`src/rtl/hazard_ctrl.sv`:
```
// -----------------------------------------------------------------------------
// hazard_ctrl
//   Hazard detection and forwarding control for a five-stage pipeline with a
//   multi-cycle multiply/divide unit (MDU).
//
//   - EX operand forwarding (forwardAE/forwardBE): MEM result over WB result
//     over register file.
//   - ID branch-comparator forwarding (forwardAD/forwardBD) from MEM.
//   - Load-use stall, branch-operand stall and MDU busy stall, merged into
//     stallF/stallD with zero-cycle latency.
//   - Flush control: flushE follows stallD so a bubble is inserted into EX.
//     flushD is taken only when no stall is active, so a redirect that arrives
//     during a stall is held off until the stall clears.
//   - A two-state MDU FSM (IDLE/BUSY) with an 8-bit down-counter keeps mduBusy
//     high for MDU_LATENCY cycles after an accepted mduStartE.
//
// Parameters
//   MDU_LATENCY   stall cycles per MDU operation, 1..255 (default 32)
//
// Ports
//   clk, rst                       clock, asynchronous active-high reset
//   rsD, rtD                       ID-stage source registers
//   rsE, rtE                       EX-stage source registers
//   writeRegE/Regfile_weE/memToRegE  EX destination, write enable, load flag
//   writeRegM/Regfile_weM/memToRegM  MEM destination, write enable, load flag
//   writeRegW/Regfile_weW          WB destination, write enable
//   branchD, pcSrcD                branch in ID, redirect taken
//   mduStartE                      MDU operation issues from EX
//   stallF, stallD                 hold PC and IF/ID
//   flushD, flushE                 clear IF/ID and ID/EX
//   forwardAE, forwardBE           EX operand select (00 RF, 01 WB, 10 MEM)
//   forwardAD, forwardBD           ID comparator operand takes MEM result
//   mduBusy                        MDU FSM is in BUSY
//
// Optional feature (macro HAZARD_PERF_CNT_EN)
//   stallCnt[31:0]   cycles with stallD=1, saturating
//   flushCnt[31:0]   cycles with flushD|flushE=1, saturating
// -----------------------------------------------------------------------------
module hazard_ctrl #(
  parameter int unsigned MDU_LATENCY = 32
) (
  input  logic       clk,
  input  logic       rst,
  input  logic [4:0] rsD,
  input  logic [4:0] rtD,
  input  logic [4:0] rsE,
  input  logic [4:0] rtE,
  input  logic [4:0] writeRegE,
  input  logic       Regfile_weE,
  input  logic       memToRegE,
  input  logic [4:0] writeRegM,
  input  logic       Regfile_weM,
  input  logic       memToRegM,
  input  logic [4:0] writeRegW,
  input  logic       Regfile_weW,
  input  logic       branchD,
  input  logic       pcSrcD,
  input  logic       mduStartE,
  output logic       stallF,
  output logic       stallD,
  output logic       flushD,
  output logic       flushE,
  output logic [1:0] forwardAE,
  output logic [1:0] forwardBE,
  output logic       forwardAD,
  output logic       forwardBD,
  output logic       mduBusy
`ifdef HAZARD_PERF_CNT_EN
  ,
  output logic [31:0] stallCnt,
  output logic [31:0] flushCnt
`endif
);

  typedef enum logic {
    IDLE = 1'b0,
    BUSY = 1'b1
  } mdu_state_e;

  // Counter load value: BUSY lasts cnt+1 cycles, so MDU_LATENCY-1 gives
  // exactly MDU_LATENCY busy cycles.
  localparam logic [7:0] CNT_LOAD = 8'(MDU_LATENCY - 1);

  mdu_state_e state_q, state_d;
  logic [7:0] cnt_q, cnt_d;

  logic lwstall;
  logic branchstall;
  logic stall;

  // ---------------------------------------------------------------------------
  // Forwarding
  // ---------------------------------------------------------------------------
  function automatic logic [1:0] ex_fwd_sel(input logic [4:0] src);
    if (Regfile_weM && (writeRegM != 5'd0) && (writeRegM == src)) begin
      return 2'b10;
    end else if (Regfile_weW && (writeRegW != 5'd0) && (writeRegW == src)) begin
      return 2'b01;
    end
    return 2'b00;
  endfunction

  assign forwardAE = ex_fwd_sel(rsE);
  assign forwardBE = ex_fwd_sel(rtE);

  assign forwardAD = Regfile_weM && (writeRegM != 5'd0) && (writeRegM == rsD);
  assign forwardBD = Regfile_weM && (writeRegM != 5'd0) && (writeRegM == rtD);

  // ---------------------------------------------------------------------------
  // Stall detection
  // ---------------------------------------------------------------------------
  assign lwstall = memToRegE && (writeRegE != 5'd0) &&
                   ((writeRegE == rsD) || (writeRegE == rtD));

  // The branch comparator in ID needs its operands now: an EX-stage producer
  // cannot be forwarded yet, and a MEM-stage load has no data until WB.
  assign branchstall = branchD &&
    ((Regfile_weE && (writeRegE != 5'd0) &&
      ((writeRegE == rsD) || (writeRegE == rtD))) ||
     (memToRegM && (writeRegM != 5'd0) &&
      ((writeRegM == rsD) || (writeRegM == rtD))));

  assign mduBusy = (state_q == BUSY);
  assign stall   = lwstall | branchstall | mduBusy;

  assign stallF = stall;
  assign stallD = stall;
  assign flushE = stall;
  assign flushD = pcSrcD && !stall;

  // ---------------------------------------------------------------------------
  // MDU FSM
  // ---------------------------------------------------------------------------
  // NOTE: every variable driven here gets a default first so no path leaves it
  // unassigned; a missing default would infer a latch.
  always_comb begin
    state_d = state_q;
    cnt_d   = cnt_q;
    unique case (state_q)
      IDLE: begin
        if (mduStartE) begin
          state_d = BUSY;
          cnt_d   = CNT_LOAD;
        end
      end
      BUSY: begin
        // Starts arriving while BUSY, including on the last BUSY cycle, are
        // dropped: the EX stage is stalled and will reissue.
        if (cnt_q != 8'd0) begin
          cnt_d = cnt_q - 8'd1;
        end else begin
          state_d = IDLE;
        end
      end
      default: begin
        state_d = IDLE;
        cnt_d   = 8'd0;
      end
    endcase
  end

  // NOTE: sequential state is updated with non-blocking assignments so all
  // registers sample their inputs from the same pre-edge values.
  always_ff @(posedge clk or posedge rst) begin
    if (rst) begin
      state_q <= IDLE;
      cnt_q   <= 8'd0;
    end else begin
      state_q <= state_d;
      cnt_q   <= cnt_d;
    end
  end

`ifdef HAZARD_PERF_CNT_EN
  // ---------------------------------------------------------------------------
  // Saturating performance counters
  // ---------------------------------------------------------------------------
  logic [31:0] stall_cnt_q, stall_cnt_d;
  logic [31:0] flush_cnt_q, flush_cnt_d;

  always_comb begin
    stall_cnt_d = stall_cnt_q;
    flush_cnt_d = flush_cnt_q;
    if (stallD && (stall_cnt_q != 32'hFFFF_FFFF)) begin
      stall_cnt_d = stall_cnt_q + 32'd1;
    end
    if ((flushD || flushE) && (flush_cnt_q != 32'hFFFF_FFFF)) begin
      flush_cnt_d = flush_cnt_q + 32'd1;
    end
  end

  always_ff @(posedge clk or posedge rst) begin
    if (rst) begin
      stall_cnt_q <= 32'd0;
      flush_cnt_q <= 32'd0;
    end else begin
      stall_cnt_q <= stall_cnt_d;
      flush_cnt_q <= flush_cnt_d;
    end
  end

  assign stallCnt = stall_cnt_q;
  assign flushCnt = flush_cnt_q;
`endif

endmodule

```
`config.mk`:
```
export PLATFORM = sky130hd
export DESIGN_NAME = hazard_ctrl
export DESIGN_NICKNAME = d
export VERILOG_FILES = /design/src/rtl/hazard_ctrl.sv
export SDC_FILE = /design/constraint.sdc
export NUM_CORES = 1
export LEC_CHECK = 0
export ABC_CLOCK_PERIOD_IN_PS = 4920
export CAP_MARGIN = 20
export CORE_UTILIZATION = 42
export DETAILED_ROUTE_END_ITERATION = 16
export PLACE_DENSITY = 0.85
export SYNTH_ARGS = -nofsm -noshare
export SYNTH_HDL_FRONTEND = slang
export SYNTH_SLANG_ARGS = --single-unit
export TNS_END_PERCENT = 10
```
`constraint.sdc`:
```
create_clock -name clk -period 4.92 [get_ports clk]
set_input_delay 0.984 -clock clk [delete_from_list [all_inputs] [get_ports clk]]
set_output_delay 0.984 -clock clk [all_outputs]
set_load 0.01 [all_outputs]
```
-- Word-level counts from Yosys, hierarchy flattened
Index checks and enable logic that the tools add are counted.
Widths: inputs -> output; s select.
- register bits after elaboration: 9
- bits in latches: 0
- RAM bits: 0
- memory bits (read-only): 0
- input bits: 45
- logic and storage cells: 57
- memories kept: 0
- add/subtract/negate cells: 1
- $mul: 0
- div/mod/pow operators: 0
- $lt $le $gt $ge: 0
- equal/unequal tests: 10
- shift-type cells: 0
- multiplexer cells: 16
- bitwise logic cells: 3
- reductions and logical operators: 25
- operators with widths (operator ; count):
    $eq 5x5->1 ; 8
    $logic_and 1x1->1 ; 16
    $mux 8 ; 2
    $pmux 8 s2 ; 1
    $reduce_bool 5->1 ; 3
    $mux 2 ; 6
    $reduce_bool 8->1 ; 1
    $sub 8x1->8 const B ; 1
    $mux 1 ; 6
    $logic_or 1x1->1 ; 3
    $ne 2x1->1 const B ; 1
    $ne 2x2->1 const B ; 1
    $or 1x1->1 ; 2
    $pmux 1 s2 ; 1
    $reduce_and 2->1 ; 1
    $logic_not 1->1 ; 1
    $not 1->1 ; 1

-- Logic depth before layout (Yosys ltp)
- depth after elaboration: 9
- depth in mapped cells: 7
- depth with buffers taken out: 5

-- Worst setup path before layout
No wires, ideal clock.
- path kind: input -> output
- from: input writeRegE[1]
- to: output stallD
- data arrival time: 2.186 ns
- required time: 3.936 ns
- slack: 1.750 ns
- cell stages on the path: 5
- buffers on the path: 1
- path through: or4_1 -> nor2_1 -> a211oi_1 -> or3_1 -> buf_4
- cells in the longest elaborated chain, start to end: 7
- ends and longest elaborated chain (element ; line ; RTL):
    start: declaration ; 48 ; input logic [4:0] writeRegE,
    $eq 5x5->1 or $reduce_bool 5->1 (tied branches) ; -- ;
    $logic_or 1x1->1 or $logic_and 1x1->1 (tied branches) ; 113, 119, 118 ;
    $logic_and 1x1->1 ; 118 ; ((Regfile_weE && (writeRegE != 5'd0) &&
    $logic_or 1x1->1 ; 119 ; ((writeRegE == rsD) || (writeRegE == rtD))) ||
    $logic_and 1x1->1 ; 117 ; assign branchstall = branchD &&
    $or 1x1->1 (*) (2 in series) ; 124 ; assign stall = lwstall | branchstall | mduBusy;
    end: declaration ; 60 ; output logic stallD,
Mark *: on every way between the ends. The rest lies on a longest branch, timed or not.

-- Worst setup path in the final report
- from: input writeRegW[2]
- to: output forwardBE[0]
- cells in the longest elaborated chain, start to end: 6
- ends and longest elaborated chain (element ; line ; RTL):
    start: declaration ; 54 ; input logic [4:0] writeRegW,
    $reduce_bool 5->1 ; 97 ; end else if (Regfile_weW && (writeRegW != 5'd0) && (writeRegW == src)) begin
    $logic_and 1x1->1 ; 97 ;
    $logic_and 1x1->1 (*) ; 97 ;
    $mux 1 (*) ; 97 ;
    $mux 1 (*) ; 95 ; if (Regfile_weM && (writeRegM != 5'd0) && (writeRegM == src)) begin
    $mux 2 (*) ; 100 ; return 2'b00;
    end: declaration ; 64 ; output logic [1:0] forwardBE,
Marked as above.

==> metrics.md <==
| Metric | Value |
|---|---|
| Synthesized flop and latch total | `9` |
| Io pins | `56` |
| Final WL | `2730 um` |
| PD cells | `258 nW/um^2` |
| Cts repair resizes | `0` |
| Post-route minimum period | `4.10 ns` |
| Post-synthesis cell area | `1050 um^2` |
| Grt peak-use layer | `met2` |
| Clock sinks | `9` |
| CTS tree | `yes` |
| Mean post-synth cell area | `8.30 um^2` |
| Yosys top cell by area | `xor2_1` |
| Synth unique cells | `29` |
| DRT antenna net count | `0` |
| Pre-CTS WS | `0.820 ns` |
| Post-synth top area share | `0.218` |
| Core Region | `2280 um^2` |
| Fill count | `172` |
| Worst VDD drop | `0.245 mV` |
| N_diodes | `0` |
| Hold Path Sink | `cnt_q[0]$_DFFE_PP0P_` |
| Met1 usage | `0.249` |
| Avg WL per Cell | `13.3 um` |
| Num CTS Buffers | `3` |
| Crit Reg-Reg Endpoint | `cnt_q[4]$_DFFE_PP0P_` |
| Crit Path Category | `in -> out` |
| Chip height | `51.9 um` |
| Tot Pwr | `0.416 mW` |
| Port Buf Inserts | `55` |
| Final setup margin | `0.824 ns` |
| Hold path depth | `1` |
| Maximum buffer depth of the clock tree | `2` |
| Via Count | `1109` |
| Initial antenna violation count | `0` |
| Final Max Slew Viols | `0` |
| Status | `finished, final reports clean` |
| Post-Syn Instances | `126` |
| Register area share after synthesis | `0.215` |
| Worst-margin pin slew | `0.437 ns` |
| Starting Density | `0.460` |
| CP arrival | `3.11 ns` |
| Met3 usage | `0.0351` |
| Reg clk slew, reported paths | `0.06 ns` |
| Post-Route Setup TNS | `0 ns` |
| Share of cells above drive strength 1 | `0.0339` |
| First-pass GRT wire length | `4470 um` |
| DPL Wire Length | `2390 um` |
| Routability cong. | `0.879` |
| Count of warnings emitted by yosys | `0` |
| # DRC | `0` |
| GR Util met2 | `0.402` |
| DR iter-0 viols | `22` |
| Min-delay worst type | `reg -> reg` |
| Placed insts | `201` |
| Crit path launch type | `primary input` |
| Worst Path Required | `3.94 ns` |
| Worst R2R Start | `cnt_q[2]$_DFFE_PP0P_` |
| Final hold viol count | `0` |
| R2R Setup Slk | `3.26 ns` |
| Max transition margin | `0.706` |
| Largest net degree at the start of global routing | `13` |
| Worst Reg-to-Reg Cells | `5` |
| CTS Root Cell | `clkbuf_4` |
| Hold Startpoint | `cnt_q[0]$_DFFE_PP0P_` |
| H-tree levels | `1` |
| RSZ-0062 raised after global routing | `no` |
| Setup bufs post-CTS | `0` |
| Clock Latency Late Sink | `0.26 ns` |
| Synth-to-layout area growth | `54.2%` |
| Worst Path Max Fanout | `3` |
| Final setup fails | `0` |
| # hold bufs at CTS | `0` |
| Die area | `2690 um^2` |
| Vias in the first global route | `1087` |
| Clk_skew | `0.00405 ns` |
| GRT Util Overall | `0.222` |
| GRT overflow | `0` |
| Largest cells by area after synthesis | `xor2_1 22%, dfrtp_1 22%, xnor2_1 12%` |
| Std-Cell Rows | `17` |
| Final Net Count | `224` |
| Max Clk Rate | `0.244 GHz` |
| Vias/cell | `5.41` |
| Die Wd | `51.9 um` |
| LEAKAGE | `0.621 nW` |
| Finished Layout Cells | `205` |
| CP endpoint kind | `output pin` |
| DRT Pass-1 Iters | `5` |
| Crit share post-route | `0.833` |
| Syn_nets | `172` |
| Maxcap violations | `0` |
-- flip-flops by register name, indices dropped and copies added, names as in the netlist --
signal	cells
cnt_q	8
mduBusy	1
-- layout by cell type, fill, tap and decap left out, types with 2 or more instances in the layout --
master           Yosys  layout
clkbuf_4             0       3
nor2_1               6       6
a21oi_1              7       7
inv_1                3       3
nor4_1               5       5
or4_1                4       4
clkdlybuf4s50_1      0      55
nand3_1              9       9
nand2b_1             2       2
xnor2_1             14      14
nand2_1              8       8
xor2_1              26      26
mux2i_1              3       3
nor3_1               8       8
dfrtp_1              9       9
-- cells by family after synthesis --
kind of cell	Yosys count	synth area share
and+or+nand+nor	48	0.263
xor gates and xnor gates	40	0.335
AOI/OAI and AO/OA	14	0.0921
buffers and inverters	11	0.0538
DFF	9	0.215
muxes	3	0.0287
adders and majority gates	1	0.0120
-- critical path: stages --
cell	delay [ns]
clkdlybuf4s50_1	0.54
or4_1	0.13
o21ai_0	0.11
or4_1	0.56
nor4_1	0.20
clkdlybuf4s50_1	0.59
-- through the flow --
step / hold slack (ns) / cell area [um^2] / util
3_3_place_gp: 0.514 / 1590 / 0.697
2_1_floorplan: 0.490 / 1050 / -
6_report: 0.527 / 1610 / 0.709
4_1_cts: 0.528 / 1610 / 0.709
3_5_place_dp: 0.525 / 1590 / 0.697
5_1_grt: 0.553 / 1610 / 0.709
-- how the worst max path moves through the flow --
stage                             from           end  slack, ns  depth (start not counted)
after floorplan           writeRegE[1]        stallD       1.75                          5
after global placement    writeRegE[1]        flushD       0.95                          6
after detailed placement  writeRegW[1]  forwardBE[0]       0.82                          6
after CTS                 writeRegW[1]  forwardBE[0]       0.82                          6
after global routing      writeRegW[2]  forwardBE[0]       0.75                          6
final                     writeRegW[2]  forwardBE[0]       0.82                          6
-- metal layers --
metal  wire length, um  part of all wire
met2              1360              0.50
met5                 0                 0
met3               160             0.059
met4                38             0.014
met1              1170              0.43
-- cell type report --
class	instances	area (um^2)	area share
Clock buffer	4	26.3	0.0163
Timing Repair Buffer	55	551	0.341
Tap cell	28	35.0	0.0217
Sequential cell	9	225	0.140
Inverter	3	11.3	0.00698
Multi-Input combinational cell	106	764	0.474
-- cell usage after synthesis --
master	number
buf_2	6
nor2b_1	1
or3_1	1
o22a_2	1
xnor2_1	14
nand2_1	8
or4_1	4
nor4_1	5
nor3_1	8
o21ai_0	1
a2111o_1	1
a21oi_1	7
nand3_1	9
nor4b_1	1
a21boi_2	1
nand4b_1	1
nor4b_4	1
dfrtp_1	9
ha_1	1
a211oi_1	1
nand2b_1	2
buf_4	2
nor2_1	6
o22a_1	1
or4b_1	1
o31ai_1	1
xor2_1	26
mux2i_1	3
inv_1	3
-- power by group --
group          switching (mW)  internal [mW]  leakage (nW)  total [mW]
logic                  0.0914          0.119         0.500       0.211
registers              0.0428          0.105         0.105       0.148
clock network          0.0262         0.0313        0.0150      0.0575
No activity file was read; power rests on OpenSTA's default activity.
